==> config.mk <==
export PLATFORM = sky130hd
export DESIGN_NAME = input_conditioner
export DESIGN_NICKNAME = d
export VERILOG_FILES = /design/src/rtl/input_conditioner.sv
export SDC_FILE = /design/constraint.sdc
export NUM_CORES = 1
export LEC_CHECK = 0
export ABC_AREA = 1
export CAP_MARGIN = 20
export CORE_ASPECT_RATIO = 2
export CORE_MARGIN = 10
export CORE_UTILIZATION = 40
export DETAILED_ROUTE_END_ITERATION = 8
export SLEW_MARGIN = 20
export SYNTH_ARGS = -nofsm -noshare
export SYNTH_HDL_FRONTEND = slang
export SYNTH_SLANG_ARGS = --single-unit
==> constraint.sdc <==
create_clock -name clk -period 3.8 [get_ports clk]
set_clock_uncertainty 0.1 [all_clocks]
set_input_delay 0.95 -clock clk [delete_from_list [all_inputs] [get_ports clk]]
set_output_delay 0.95 -clock clk [all_outputs]
set_load 0.02 [all_outputs]
==> src/rtl/input_conditioner.sv <==
// Push-button conditioner: synchronizes and debounces three buttons, issues one-hot
// commands with a captured byte position. Optional auto-repeat: INPUT_CONDITIONER_AUTOREPEAT_EN.
module input_conditioner #(
    parameter int DEBOUNCE_CYCLES = 500000,
    parameter int REPEAT_CYCLES   = 25000000
) (
    input  logic       clk,
    input  logic       rst,
    input  logic [2:0] btn_raw,
    input  logic [7:0] sw_raw,
    input  logic       ack,
    output logic [2:0] btn,
    output logic [7:0] bytePos,
    output logic       busy
);

    localparam int CW = $clog2(DEBOUNCE_CYCLES + 1);
    localparam logic [CW-1:0] CNT_LAST = CW'(DEBOUNCE_CYCLES - 1);
    localparam logic [CW-1:0] CNT_ONE  = CW'(1);

    typedef enum logic [1:0] {
        IDLE    = 2'd0,
        HOLD    = 2'd1,
        RELEASE = 2'd2
    } state_t;

    logic [2:0]         btn_s1_q, btn_s2_q;
    logic [7:0]         sw_s1_q, sw_s2_q;
    logic [2:0][CW-1:0] cnt_q, cnt_d;
    logic [2:0]         level_q, level_d;
    logic [2:0]         level_prev_q;
    logic [2:0]         press_s;
    logic [2:0]         pick_s;
    state_t             state_q, state_d;
    logic [2:0]         btn_q, btn_d;
    logic [7:0]         pos_q, pos_d;
    logic               busy_q, busy_d;

`ifdef INPUT_CONDITIONER_AUTOREPEAT_EN
    localparam int RW = $clog2(REPEAT_CYCLES + 1);
    localparam logic [RW-1:0] RPT_LAST = RW'(REPEAT_CYCLES - 1);
    localparam logic [RW-1:0] RPT_ONE  = RW'(1);

    logic [2:0]    cmd_q, cmd_d;
    logic [RW-1:0] timer_q, timer_d;
    logic          held_s;
    logic          rep_fire_s;

    assign held_s     = ((level_q & cmd_q) != 3'b000);
    assign rep_fire_s = held_s && (timer_q == RPT_LAST);
`else
    // Repeat interval has no effect without auto-repeat; keep it referenced.
    if (REPEAT_CYCLES < 1) begin : g_no_repeat
    end
`endif

    // Two-flop synchronizers for every raw input bit.
    always_ff @(posedge clk) begin
        if (!rst) begin
            btn_s1_q <= 3'b000;
            btn_s2_q <= 3'b000;
            sw_s1_q  <= 8'h00;
            sw_s2_q  <= 8'h00;
        end else begin
            btn_s1_q <= btn_raw;
            btn_s2_q <= btn_s1_q;
            sw_s1_q  <= sw_raw;
            sw_s2_q  <= sw_s1_q;
        end
    end

    // Per-button debounce counters and accepted levels.
    always_comb begin
        cnt_d   = cnt_q;
        level_d = level_q;
        for (int i = 0; i < 3; i++) begin
            if (btn_s2_q[i] == level_q[i]) begin
                cnt_d[i] = '0;
            end else if (cnt_q[i] == CNT_LAST) begin
                cnt_d[i]   = '0;
                level_d[i] = ~level_q[i];
            end else begin
                cnt_d[i] = cnt_q[i] + CNT_ONE;
            end
        end
    end

    assign press_s = level_q & ~level_prev_q;

    // Priority pick of the highest-index new press.
    always_comb begin
        if (press_s[2]) begin
            pick_s = 3'b100;
        end else if (press_s[1]) begin
            pick_s = 3'b010;
        end else if (press_s[0]) begin
            pick_s = 3'b001;
        end else begin
            pick_s = 3'b000;
        end
    end

    // Command FSM next-state and output logic.
    always_comb begin
        state_d = state_q;
        btn_d   = btn_q;
        pos_d   = pos_q;
        case (state_q)
            IDLE: begin
                if (press_s != 3'b000) begin
                    state_d = HOLD;
                    btn_d   = pick_s;
                    pos_d   = sw_s2_q;
                end else begin
                    btn_d = 3'b000;
                end
            end
            HOLD: begin
                if (ack) begin
                    state_d = RELEASE;
                    btn_d   = 3'b000;
                end else begin
                    btn_d = btn_q;
                end
            end
            RELEASE: begin
                btn_d = 3'b000;
                if (level_q == 3'b000) begin
                    state_d = IDLE;
`ifdef INPUT_CONDITIONER_AUTOREPEAT_EN
                end else if (rep_fire_s) begin
                    state_d = HOLD;
                    btn_d   = cmd_q;
                    pos_d   = sw_s2_q;
`endif
                end else begin
                    state_d = RELEASE;
                end
            end
            default: begin
                state_d = IDLE;
                btn_d   = 3'b000;
            end
        endcase
        busy_d = (state_d != IDLE);
    end

`ifdef INPUT_CONDITIONER_AUTOREPEAT_EN
    // Repeat timer runs from command issue while its button stays pressed.
    always_comb begin
        cmd_d = cmd_q;
        if (state_q == IDLE && state_d == HOLD) begin
            cmd_d = pick_s;
        end else begin
            cmd_d = cmd_q;
        end
        if (state_d == HOLD && state_q != HOLD) begin
            timer_d = '0;
        end else if (state_q != IDLE && held_s && timer_q != RPT_LAST) begin
            timer_d = timer_q + RPT_ONE;
        end else if (state_q != IDLE && held_s) begin
            timer_d = timer_q;
        end else begin
            timer_d = '0;
        end
    end

    // Repeat state registers.
    always_ff @(posedge clk) begin
        if (!rst) begin
            cmd_q   <= 3'b000;
            timer_q <= '0;
        end else begin
            cmd_q   <= cmd_d;
            timer_q <= timer_d;
        end
    end
`endif

    // Debouncer and FSM registers.
    always_ff @(posedge clk) begin
        if (!rst) begin
            cnt_q        <= '0;
            level_q      <= 3'b000;
            level_prev_q <= 3'b000;
            state_q      <= IDLE;
            btn_q        <= 3'b000;
            pos_q        <= 8'h00;
            busy_q       <= 1'b0;
        end else begin
            cnt_q        <= cnt_d;
            level_q      <= level_d;
            level_prev_q <= level_q;
            state_q      <= state_d;
            btn_q        <= btn_d;
            pos_q        <= pos_d;
            busy_q       <= busy_d;
        end
    end

    assign btn     = btn_q;
    assign bytePos = pos_q;
    assign busy    = busy_q;

endmodule

==> results.md <==
* Commonest non-fill, non-tap cell in the layout: nand2_1
* CP max FO at 2
* Pint at between 1.5 and 2 mW
* Logic pwr share at 0.021
* First-pass DRT Iterations at 5
* Longest Clk Path Bufs at 2
* Fmax at 0.421 GHz
* Final setup fails at 0
* Req. time, crit path at roughly 2800 ps
* Post_cts resized at 0
* Vias in the first global route at 3847
* Die Y at between 150 and 200 um
* Final hold violations at 0
* Synth warn at 0
* Post-Route WL at around 9.3 mm
* Post-Synthesis Cells at ~650
* Worst hold path class: flip-flop to flip-flop
* Crit-path slowest cell: clkdlybuf4s50_1
* Clock power frac at 0.462
* Sequential element share of the synthesized area at 0.445
* IO Port Bufs at 25
* R2R Path Start: cnt_q[0]
* CP Data Arrival Time at ~1300 ps
* Drt wl/cell at ~11 um
* Slew headroom at 0.645
* Vias at approximately 4000
* Largest net degree at the start of global routing at 30
* Final non-filler cell total at just over 800
* RSZ-0062 raised after global routing: false
* Clk sink count at 99
* Reg2Reg Setup Slack at between 1500 and 2000 ps
* Antenna-violating nets left at 0
* Initial Utilization at 0.409
* Via density at 4.70
* Reg2Reg Depth at 8
* Clock transition at path regs at ~70 ps
* Setup Total Neg Slack at 0 ps
* Gate family responsible for the most delay along the worst path: buffers and inverters
* CTS tree: yes
* Power density over cell area at 395 mW/mm^2
* Most frequent cells in the layout: 173 x nand2_1, 133 x nor2_1, 99 x dfxtp_1
* Synth Cell Area at approximately 0.0045 mm^2
* CP peak stage delay at 620 ps
* Kind of critical path: flip-flop to output pin
* I/O pin cnt at 26
* Crit. Startpoint: bytePos[2]
* CP Cell Sequence: clkdlybuf4s50_1
* Share of cells above drive strength 1 at 0.0581
* Synth area leaders: dfxtp_1 45%, nand2_1 15%, nor2_1 11%, inv_1 7.9%, nand3_1 4.2%
* Total CTS buffers at 9
* Diode count at 0
* Worst Tran Pin Value at roughly 530 ps
* Bufs and invs on worst path at 1
* Switch share at 0.240
* Period utilization at 0.625
* Area grow syn2layout at 15.6%
* Pleak at approximately 2.0 nW
* Status: finished clean
* H-tree Lvls at 3
* Hold Buf Count CTS at 0
* DPL Wire Length at 7.12 mm
* First-pass GRT wire length at 16.1 mm
* Row count at 54
* Synthesized flop and latch total at between 90 and 100
* Seq pwr share at 0.517
* Synth unique cells at 26
* Max IR drop VDD at 0.234 mV
* # DRC at 0
* Sw power at just under 0.5 mW
* Max Cap Viol at 0
* End of the critical path: bytePos[2]
* Min Clock Period, post-route at 2370 ps
* Max-slew violations at 0
* Reg2Reg Capture Point: cnt_q[18]
* Layout Nets at 700
* CP endpoint kind: output pin
* Area leader, netlist: dfxtp_1
* Initial DRC count at 150
* Syn Nets at 670
* Tot GR Track Use at 0.123
* Worst-skew pair later-pin latency at ~350 ps
* Synthesized area per cell at between 6 and 7 um^2
* Die area at 0.0160 mm^2
* Core ar. at between 0.01 and 0.015 mm^2
* Stages on the worst setup path at 1
* Synth top area share at 0.445
* Routability congestion estimate at just under 0.9
* Die width at 94.6 um
* Global route overflow at 0
* Root Buffer: clkbuf_16
* Startpoint types: flip-flop
* Inst Count DP at 812
* Post-CTS setup buffers at 0
* Initial antenna violation count at 0
-- layer usage --
metal / track usage / routed length, um / up-vias
met1: 0.114 / 3520 / 1753
met5: 0 / 0 / -
met2: 0.233 / 5250 / 54
met3: 0.0270 / 270 / 21
met4: 0.0694 / 272 / 0
li1: - / - / 2061
-- registers in the layout, indices dropped and copies added (netlist names) --
register	cells
sw_s2_q	8
cnt_q	57
state_q	2
level_q	3
sw_s1_q	8
btn_s1_q	3
busy	1
btn_s2_q	3
bytePos	8
btn	3
level_prev_q	3
-- cell families after synthesis --
| logic type | share of synthesized area |
|---|---|
| simple gates | 0.369 |
| buf+inv | 0.0914 |
| flops | 0.445 |
| compound gates | 0.0481 |
| xor+xnor | 0.0374 |
| fa+ha+maj | 0.00843 |
-- layout make-up --
class                   count  area [um^2]
well taps                 140          175
clock buffers               9          225
multi-input cells         453         2060
flip-flops and latches     99         1980
clock inverters             7         91.3
repair buffers             26          258
fillers                  1127         5730
inverters                  94          353
-- synth_stat cells (all sizes together) --
cell type / n
o21ai: 17
nand2: 179
buf: 3
nor3: 8
clkbuf: 4
xor2: 11
ha: 3
or2: 4
a21oi: 25
nor2: 147
nand3: 38
nand4: 11
xnor2: 8
inv: 94
and2: 2
dfxtp: 99
-- worst min path at each step --
stage	startpoint	endpoint	slack, ps	depth (start not counted)
2_1_floorplan	btn_s1_q[0]	btn_s2_q[0]	290	2
3_3_place_gp	sw_s1_q[5]	sw_s2_q[5]	290	2
3_5_place_dp	sw_s1_q[2]	sw_s2_q[2]	300	2
4_1_cts	sw_s1_q[6]	sw_s2_q[6]	310	2
5_1_grt	sw_s1_q[2]	sw_s2_q[2]	330	2
6_report	sw_s1_q[2]	sw_s2_q[2]	310	2
-- power by group through the flow --
stage               combinational, mW  sequential [mW]  clock [mW]
global route                   0.0481             1.05        1.01
global placement               0.0422             1.08           0
finish                         0.0418             1.05       0.940
detailed placement             0.0428             1.08           0
CTS                            0.0430             1.05       0.968
floorplan                      0.0246             1.08           0
-- metrics by stage --
step           area (um^2)  hold slack, ps  total power, mW  setup slack, ps   util
4_1_cts               5150             315             2.06             1400  0.473
6_report              5150             310             2.03             1430  0.473
3_3_place_gp          4830             292             1.12             1210  0.444
2_1_floorplan         4450             290             1.10             2080      -
3_5_place_dp          4830             295             1.12             1140  0.444
5_1_grt               5150             329             2.11             1360  0.473
Note: power is estimated with default switching activity, not from simulation.
